[src/rtl/tdm_pkg.sv]
// rtl/tdm_pkg.sv - shared constants and width helper for the TDM channel mux
package tdm_pkg;

  localparam int TIMER_W      = 16;
  localparam int MAX_NCH      = 16;
  localparam int MAX_SLOT_LEN = 256;

  // Index width that stays at least one bit wide for a single-entry range.
  function automatic int slot_idx_w(input int n);
    return (n > 1) ? $clog2(n) : 1;
  endfunction

endpackage

[src/rtl/tdm_slot_timer.sv]
// rtl/tdm_slot_timer.sv - free-running timer, slot cycle counter and slot index
// Optional frame_cnt output when TDM_FRAME_CNT_EN is defined.
module tdm_slot_timer
  import tdm_pkg::*;
#(
  parameter int NCH      = 2,
  parameter int SLOT_LEN = 1
) (
  input  logic                        clk,
  input  logic                        rst_n,
  input  logic                        en,
  output logic [TIMER_W-1:0]          timer,
`ifdef TDM_FRAME_CNT_EN
  output logic [15:0]                 frame_cnt,
`endif
  output logic [slot_idx_w(NCH)-1:0]  slot
);

  localparam int SW = slot_idx_w(NCH);
  localparam int CW = slot_idx_w(SLOT_LEN);

  logic [CW-1:0] slot_cnt;
  logic          last_cnt;
  logic          last_slot;

  assign last_cnt  = (slot_cnt == CW'(SLOT_LEN - 1));
  assign last_slot = (slot == SW'(NCH - 1));

  always_ff @(posedge clk or negedge rst_n) begin
    if (!rst_n) begin
      timer    <= '0;
      slot_cnt <= '0;
      slot     <= '0;
    end else if (en) begin
      timer <= timer + 1'b1;
      if (last_cnt) begin
        slot_cnt <= '0;
        slot     <= last_slot ? '0 : slot + 1'b1;
      end else begin
        slot_cnt <= slot_cnt + 1'b1;
      end
    end
  end

`ifdef TDM_FRAME_CNT_EN
  // A frame completes on the edge where the last slot hands back to slot 0.
  always_ff @(posedge clk or negedge rst_n) begin
    if (!rst_n) begin
      frame_cnt <= '0;
    end else if (en && last_cnt && last_slot) begin
      frame_cnt <= frame_cnt + 1'b1;
    end
  end
`endif

endmodule

[src/rtl/tdm_channel_mux.sv]
// rtl/tdm_channel_mux.sv - time-division channel mux with registered output
// Optional frame_cnt output when TDM_FRAME_CNT_EN is defined.
module tdm_channel_mux
  import tdm_pkg::*;
#(
  parameter int W        = 16,
  parameter int NCH      = 2,
  parameter int SLOT_LEN = 1
) (
  input  logic                        clk,
  input  logic                        rst_n,
  input  logic                        en,
  input  logic [NCH*W-1:0]            in_data,
  input  logic [NCH-1:0]              in_valid,
  output logic [NCH-1:0]              in_ack,
  output logic [W-1:0]                out_data,
  output logic                        out_valid,
  output logic [slot_idx_w(NCH)-1:0]  out_ch,
`ifdef TDM_FRAME_CNT_EN
  output logic [15:0]                 frame_cnt,
`endif
  output logic [TIMER_W-1:0]          timer
);

  localparam int SW = slot_idx_w(NCH);

  logic [SW-1:0] slot;
  logic          sel_valid;

  tdm_slot_timer #(
    .NCH      (NCH),
    .SLOT_LEN (SLOT_LEN)
  ) u_slot_timer (
    .clk       (clk),
    .rst_n     (rst_n),
    .en        (en),
    .timer     (timer),
`ifdef TDM_FRAME_CNT_EN
    .frame_cnt (frame_cnt),
`endif
    .slot      (slot)
  );

  assign sel_valid = in_valid[slot];

  // rst_n gates the strobe so no channel is consumed while held in reset.
  always_comb begin
    in_ack = '0;
    if (rst_n && en && sel_valid) begin
      in_ack[slot] = 1'b1;
    end
  end

  always_ff @(posedge clk or negedge rst_n) begin
    if (!rst_n) begin
      out_data  <= '0;
      out_valid <= 1'b0;
      out_ch    <= '0;
    end else if (en) begin
      out_ch    <= slot;
      out_valid <= sel_valid;
      out_data  <= sel_valid ? in_data[slot*W +: W] : '0;
    end
  end

endmodule

[config.mk]
export PLATFORM = sky130hd
export DESIGN_NAME = tdm_channel_mux
export DESIGN_NICKNAME = d
export VERILOG_FILES = /design/src/rtl/tdm_pkg.sv /design/src/rtl/tdm_slot_timer.sv /design/src/rtl/tdm_channel_mux.sv
export SDC_FILE = /design/constraint.sdc
export NUM_CORES = 1
export LEC_CHECK = 0
export CAP_MARGIN = 20
export CORE_UTILIZATION = 44
export DETAILED_ROUTE_END_ITERATION = 16
export PLACE_DENSITY = 0.84
export SYNTH_ARGS = -nofsm -noshare
export SYNTH_HDL_FRONTEND = slang
export SYNTH_SLANG_ARGS = --single-unit
[constraint.sdc]
create_clock -name clk -period 3.05 [get_ports clk]
set_clock_uncertainty 0.2 [all_clocks]
set_input_delay 0.915 -clock clk [delete_from_list [all_inputs] [get_ports clk]]
set_output_delay 0.915 -clock clk [all_outputs]
set_load 0.1 [all_outputs]
==> results.py, run 1 <==
metrics = {
    "status": {
        "run_status": "finished clean",
    },
    "grt": {
        "grt_antenna_before_repair": 0,
        "grt_pass1_wl_mm": 6.54,
        "grt_pass1_vias": 1437,
        "grt_remaining_overflow": 0,
        "grt_usage_pct": 21.9,
        "grt_start_max_net_pins": 33,
    },
    "drt": {
        "route.detailed.drc": 0,
        "wl_mm": 3.84,
        "viasPerCell": 5.07,
        "drtPass1Iterations": 4,
        "initialDrtViolationCount": 118,
        "ant_nets": 0,
        "vias": 1343,
        "avgRoutedWirePerCell_um": 14.5,
    },
    "yosys": {
        "syn-num-nets": 177,
        "syn_inst": 139,
        "syn_area_um2": 1630,
        "yosysMostFrequentCell": "dfrtp_1",
        "ys_seq_elements": 35,
        "yosys-top-cells-count": "35 x dfrtp_1, 17 x inv_1, 16 x mux2i_1, 16 x o22ai_1, 13 x xor2_1",
        "yosysWarnings": 0,
        "ys.flop_type": "dfrtp_1",
        "synth-async-reset-ratio_pct": 100,
        "ys_types": 22,
        "yosys.area.top_type_share_pct": 53.8,
        "syn_avg_cell_area_um2": 11.7,
        "synth_seq_area_share_pct": 53.8,
        "synth_area_leader_cell": "dfrtp_1",
        "ys_top_cells_by_area": "dfrtp_1 54%, mux2i_1 9.8%, xor2_1 7.0%",
        "synth_edf_count": 0,
    },
    "setup_path": {
        "worstPathCellList": "dlygate4sd2_1, mux2_4, nand2_4, nor3b_4, buf_12",
        "crit_path_start_kind": "input pin",
        "arrival_ns": 1.77,
        "crit_path_end": "in_ack[0]",
        "worstSetupPathType": "in -> out",
        "rrSetupSlack_ns": 1.39,
        "slowest_delay_ns": 0.23,
        "rr_endpoint": "u_slot_timer.timer[14]",
        "reg2reg_depth": 4,
        "rr_startpoint": "u_slot_timer.timer[0]",
        "cp.required_ns": 1.93,
        "worstSetupEndpointType": "output port",
        "cp-startpoint": "in_valid[1]",
        "critPathSlowestCell": "nor3b_4",
        "crit_fanout": 2,
    },
    "finish": {
        "multi_input_area_um2": 678,
        "final_layout_size_suffix_gt1_share_pct": 27.9,
        "regArea_um2": 876,
        "synthToLayoutAreaGrowth_pct": 50.3,
        "finalNetCount": 256,
        "fillers": 270,
        "stdcell_count": 265,
        "antenna_cells": 0,
    },
    "pwr": {
        "p_per_area_nw_per_um2": 1030,
        "ir_drop_mv": 0.562,
        "power.total_mw": 2.53,
        "leakagePower_nw": 1.21,
    },
    "timing": {
        "rsz0062_at_grt": "no",
        "finalCritPeriodShare_pct": 94.7,
        "tightest_slew_ns": 0.396,
        "setup_ws_ns": 0.160,
        "setup_viol": 0,
        "slew_viol_final": 0,
        "max_freq_mhz": 346,
        "hold_slack_ns": 0.251,
        "relSlewSlack_pct": 73.6,
        "period_minus_slack_ns": 2.89,
        "hold_viol": 0,
    },
    "floorplan": {
        "rows": 21,
        "start_util_pct": 47.3,
        "dieArea_um2": 3950,
        "coreArea_um2": 3440,
        "pin_count": 73,
        "die_y_um": 62.8,
        "chipWidth_um": 62.8,
    },
    "place": {
        "place_congestion": 0.791,
        "post-dp-hpwl_mm": 3.01,
        "pre_cts_slack_ns": -0.0858,
        "dp_cells": 257,
        "io_buffers": 72,
    },
    "run": {
        "max_cap_violations": 0,
    },
    "cts": {
        "clock_path_buffers": 2,
        "numCtsBuffers": 5,
        "cts_tree": "built",
        "hold_buffers": 0,
        "cts.sinks": 35,
        "clock_latency_ns": 0.28,
        "ctsRootBufferMaster": "clkbuf_8",
        "path_clk_slew_ns": 0.06,
        "cts_max_level": 2,
    },
    "hold_path": {
        "hold_path.class": "in -> async",
    },
}
kinds of logic after synthesis:
| logic type | after synthesis | synth area share [%] |
|---|---|---|
| AO/OA/AOI/OAI | 17 | 6.45 |
| adder cells (fa/ha/maj) | 1 | 0.768 |
| flip-flops | 35 | 53.8 |
| buffers and inverters | 23 | 5.84 |
| AND/OR/NAND/NOR | 28 | 12.7 |
| multiplexers | 19 | 11.9 |
| XOR/XNOR | 16 | 8.60 |
metrics by stage:
stage	setup TNS [ns]	cell area [um2]	utilization, %
2_1_floorplan	-0.0279	1650	-
3_3_place_gp	-0.108	2370	68.9
3_5_place_dp	-0.0910	2370	68.9
4_1_cts	0	2450	71.1
5_1_grt	0	2450	71.1
6_report	0	2450	71.1
layout make-up:
class | instances | area share (%)
Sequential cell | 35 | 35.8
Timing Repair Buffer | 78 | 28.3
Clock buffer | 7 | 3.12
Clock inverter | 1 | 0.204
Multi-Input combinational cell | 81 | 27.7
Tap cell | 46 | 2.35
Inverter | 17 | 2.61
state kept, by name, summed over array words and instances, names as in the netlist:
signal and cells:
u_slot_timer.timer 16, out_valid 1, out_data 16, out_ch 1, u_slot_timer.slot 1
routing by layer:
layer	GRT usage [%]	share of wire (%)	up-vias
met5	0	0	-
met4	13.1	4.2	0
met3	6.39	7.7	15
met2	35.2	50	69
met1	26.0	38	622
li1	-	-	637
timing repair:
item,CTS,global route
gates resized for setup,3,0
hold endpoints to repair,0,0
buffers inserted,0,0
setup endpoints to repair,2,0
worst max-delay path: cells and delay by family:
family                 cells  cell delay (ns)
buffers and inverters      2             0.42
AND/OR/NAND/NOR            2             0.28
multiplexers               1             0.16
power breakdown:
part	leakage, nW	switching, mW	total (mW)	internal, mW
clock network	0.0422	0.154	0.314	0.160
registers	0.455	0.129	0.715	0.586
logic	0.708	1.12	1.50	0.379
total	1.21	1.40	2.53	1.12
worst min-delay path by stage:
stage	end	startpoint	depth (start not counted)	slack [ns]
finish	out_data[14]	rst_n	1	0.25
global route	out_data[14]	rst_n	1	0.25
CTS	out_data[14]	rst_n	1	0.25
detailed placement	u_slot_timer.timer[15]	u_slot_timer.timer[15]	1	0.27
global placement	u_slot_timer.timer[15]	u_slot_timer.timer[15]	1	0.26
floorplan	out_ch	rst_n	0	0.42
placed cells by master (no fill, tap or decap):
master / n
and4_1: 1
buf_12: 2
buf_2: 1
buf_4: 40
clkbuf_1: 2
clkbuf_8: 5
clkdlybuf4s50_1: 32
clkinv_2: 1
dfrtp_1: 35
dlygate4sd2_1: 3
ha_1: 1
inv_1: 17
mux2_2: 2
mux2_4: 1
mux2i_1: 16
nand2_1: 8
nand2_4: 1
nand4_1: 3
nand4_2: 1
nand4_4: 2
nor2_1: 4
nor3_1: 3
nor3b_4: 1
nor4_2: 4
o21ai_0: 1
o22ai_1: 16
xnor2_1: 3
xor2_1: 13
Power figures use the tool's default switching activity.
==> run 2, diff against run 1 <==
--- a/config.mk
+++ b/config.mk
@@ -7,8 +7,9 @@
 export LEC_CHECK = 0
 export CAP_MARGIN = 20
 export CORE_UTILIZATION = 44
+export CTS_CLUSTER_SIZE = 40
 export DETAILED_ROUTE_END_ITERATION = 16
-export PLACE_DENSITY = 0.84
+export PLACE_DENSITY = 0.95
 export SYNTH_ARGS = -nofsm -noshare
 export SYNTH_HDL_FRONTEND = slang
 export SYNTH_SLANG_ARGS = --single-unit
==> run 2 against run 1 <==
Compared with the run above: final area up 0.56%; cell count unchanged; clock power up 6.4%.
==> results.py, run 2 (synthesized netlist as in run 1, its figures left out) <==
metrics = {
    "status": {
        "run_status": "finished clean",
    },
    "place": {
        "io_buffers": 72,
        "dpl-instance-area_um2": 2380,
        "place_congestion": 0.767,
        "pre_cts_slack_ns": -0.101,
        "dp_cells": 258,
        "post-dp-hpwl_mm": 2.76,
    },
    "finish": {
        "synthToLayoutAreaGrowth_pct": 51.2,
        "fillers": 259,
        "antenna_cells": 0,
        "final_layout_size_suffix_gt1_share_pct": 28.8,
        "layout_common_cells": "41 x buf_4, 35 x dfrtp_1, 32 x clkdlybuf4s50_1",
        "finalNetCount": 257,
        "regArea_um2": 876,
        "reg_top3": "out_data: 16 flops, u_slot_timer.timer: 16 flops",
        "design_area_um2": 2460,
        "stdcell_count": 265,
        "utilization_pct": 71.5,
        "multi_input_area_um2": 678,
        "layout_commonest_cell": "buf_4",
    },
    "timing": {
        "setup_ws_ns": 0.138,
        "tns_ns": 0,
        "rsz0062_at_grt": "no",
        "hold_slack_ns": 0.272,
        "setup_viol": 0,
        "max_freq_mhz": 343,
        "period_minus_slack_ns": 2.91,
        "hold_viol": 0,
        "finalCritPeriodShare_pct": 95.5,
        "relSlewSlack_pct": 77.8,
        "slew_viol_final": 0,
        "tightest_slew_ns": 0.334,
    },
    "floorplan": {
        "start_util_pct": 47.3,
        "die_y_um": 62.8,
        "dieArea_um2": 3950,
        "rows": 21,
        "coreArea_um2": 3440,
        "pin_count": 73,
        "chipWidth_um": 62.8,
    },
    "grt": {
        "grt_start_max_net_pins": 23,
        "grt_antenna_before_repair": 0,
        "grt_usage_pct": 20.6,
        "grt_pass1_wl_mm": 6.16,
        "grt_pass1_vias": 1308,
        "grt_remaining_overflow": 0,
    },
    "setup_path": {
        "reg2reg_depth": 4,
        "crit_path_end": "in_ack[0]",
        "cp-startpoint": "in_valid[1]",
        "crit_path_start_kind": "input pin",
        "rr_endpoint": "u_slot_timer.timer[14]",
        "rrSetupSlack_ns": 1.42,
        "rr_startpoint": "u_slot_timer.timer[1]",
        "arrival_ns": 1.80,
        "crit_fanout": 2,
        "cp.required_ns": 1.93,
        "worstSetupEndpointType": "output port",
        "worstSetupPathType": "in -> out",
    },
    "cts": {
        "cts_max_level": 2,
        "clock_path_buffers": 2,
        "clock_latency_ns": 0.28,
        "cts_tree": "built",
        "path_clk_slew_ns": 0.07,
        "ctsRootBufferMaster": "clkbuf_8",
        "numCtsBuffers": 5,
        "post_cts_buffers": 0,
        "cts.sinks": 35,
    },
    "pwr": {
        "power.total_mw": 2.53,
        "p_per_area_nw_per_um2": 1030,
        "ir_drop_mv": 0.507,
        "leakagePower_nw": 1.22,
    },
    "run": {
        "max_cap_violations": 0,
    },
    "drt": {
        "vias": 1320,
        "wl_met2_mm": 1.92,
        "initialDrtViolationCount": 59,
        "top_layer": "met4",
        "wl_met1_mm": 1.46,
        "drtPass1Iterations": 4,
        "avgRoutedWirePerCell_um": 13.7,
        "wl_mm": 3.63,
        "route.detailed.drc": 0,
        "viasPerCell": 4.98,
        "route.met3.wl_um": 162,
        "ant_nets": 0,
    },
    "hold_path": {
        "hold_path.class": "reg -> reg",
    },
}
[run 2: worst max-delay path, stage by stage]
cell and delay [ns]:
dlygate4sd2_1 0.22, mux2_4 0.16, nand2_4 0.05, nor3b_4 0.23
buf_12 0.20
[run 2: layout make-up]
type | instances | area share, %
tap | 46 | 2.34
clock buffer | 6 | 3.35
inverter | 17 | 2.59
sequential | 35 | 35.6
clock inverter | 1 | 0.203
multi-input combinational | 81 | 27.5
timing repair buffer | 79 | 28.4
[run 2: timing repair]
action | 4_1_cts | 5_1_grt
endpoints found under the hold margin | 0 | 0
setup endpoints to repair | 2 | 0
resized for setup | 3 | 0
hold buffers | 0 | 0
[run 2: worst min-delay path by stage]
stage | to | slack (ns) | cells after the start | from
floorplan | out_ch | 0.42 | 0 | rst_n
global placement | u_slot_timer.timer[15] | 0.26 | 1 | u_slot_timer.timer[15]
detailed placement | u_slot_timer.timer[15] | 0.26 | 1 | u_slot_timer.timer[15]
CTS | u_slot_timer.timer[15] | 0.27 | 1 | u_slot_timer.timer[15]
global route | u_slot_timer.timer[15] | 0.31 | 1 | u_slot_timer.timer[15]
finish | u_slot_timer.timer[15] | 0.27 | 1 | u_slot_timer.timer[15]
[run 2: where the power goes]
| group | internal, mW | switching, mW |
|---|---|---|
| sequential | 0.585 | 0.131 |
| clock | 0.177 | 0.157 |
| combinational | 0.371 | 1.11 |
[run 2: routing by layer]
metal | track usage [%] | vias to the layer above
li1 | - | 645
met5 | 0 | -
met2 | 35.5 | 47
met4 | 10.8 | 0
met3 | 4.38 | 10
met1 | 24.0 | 618
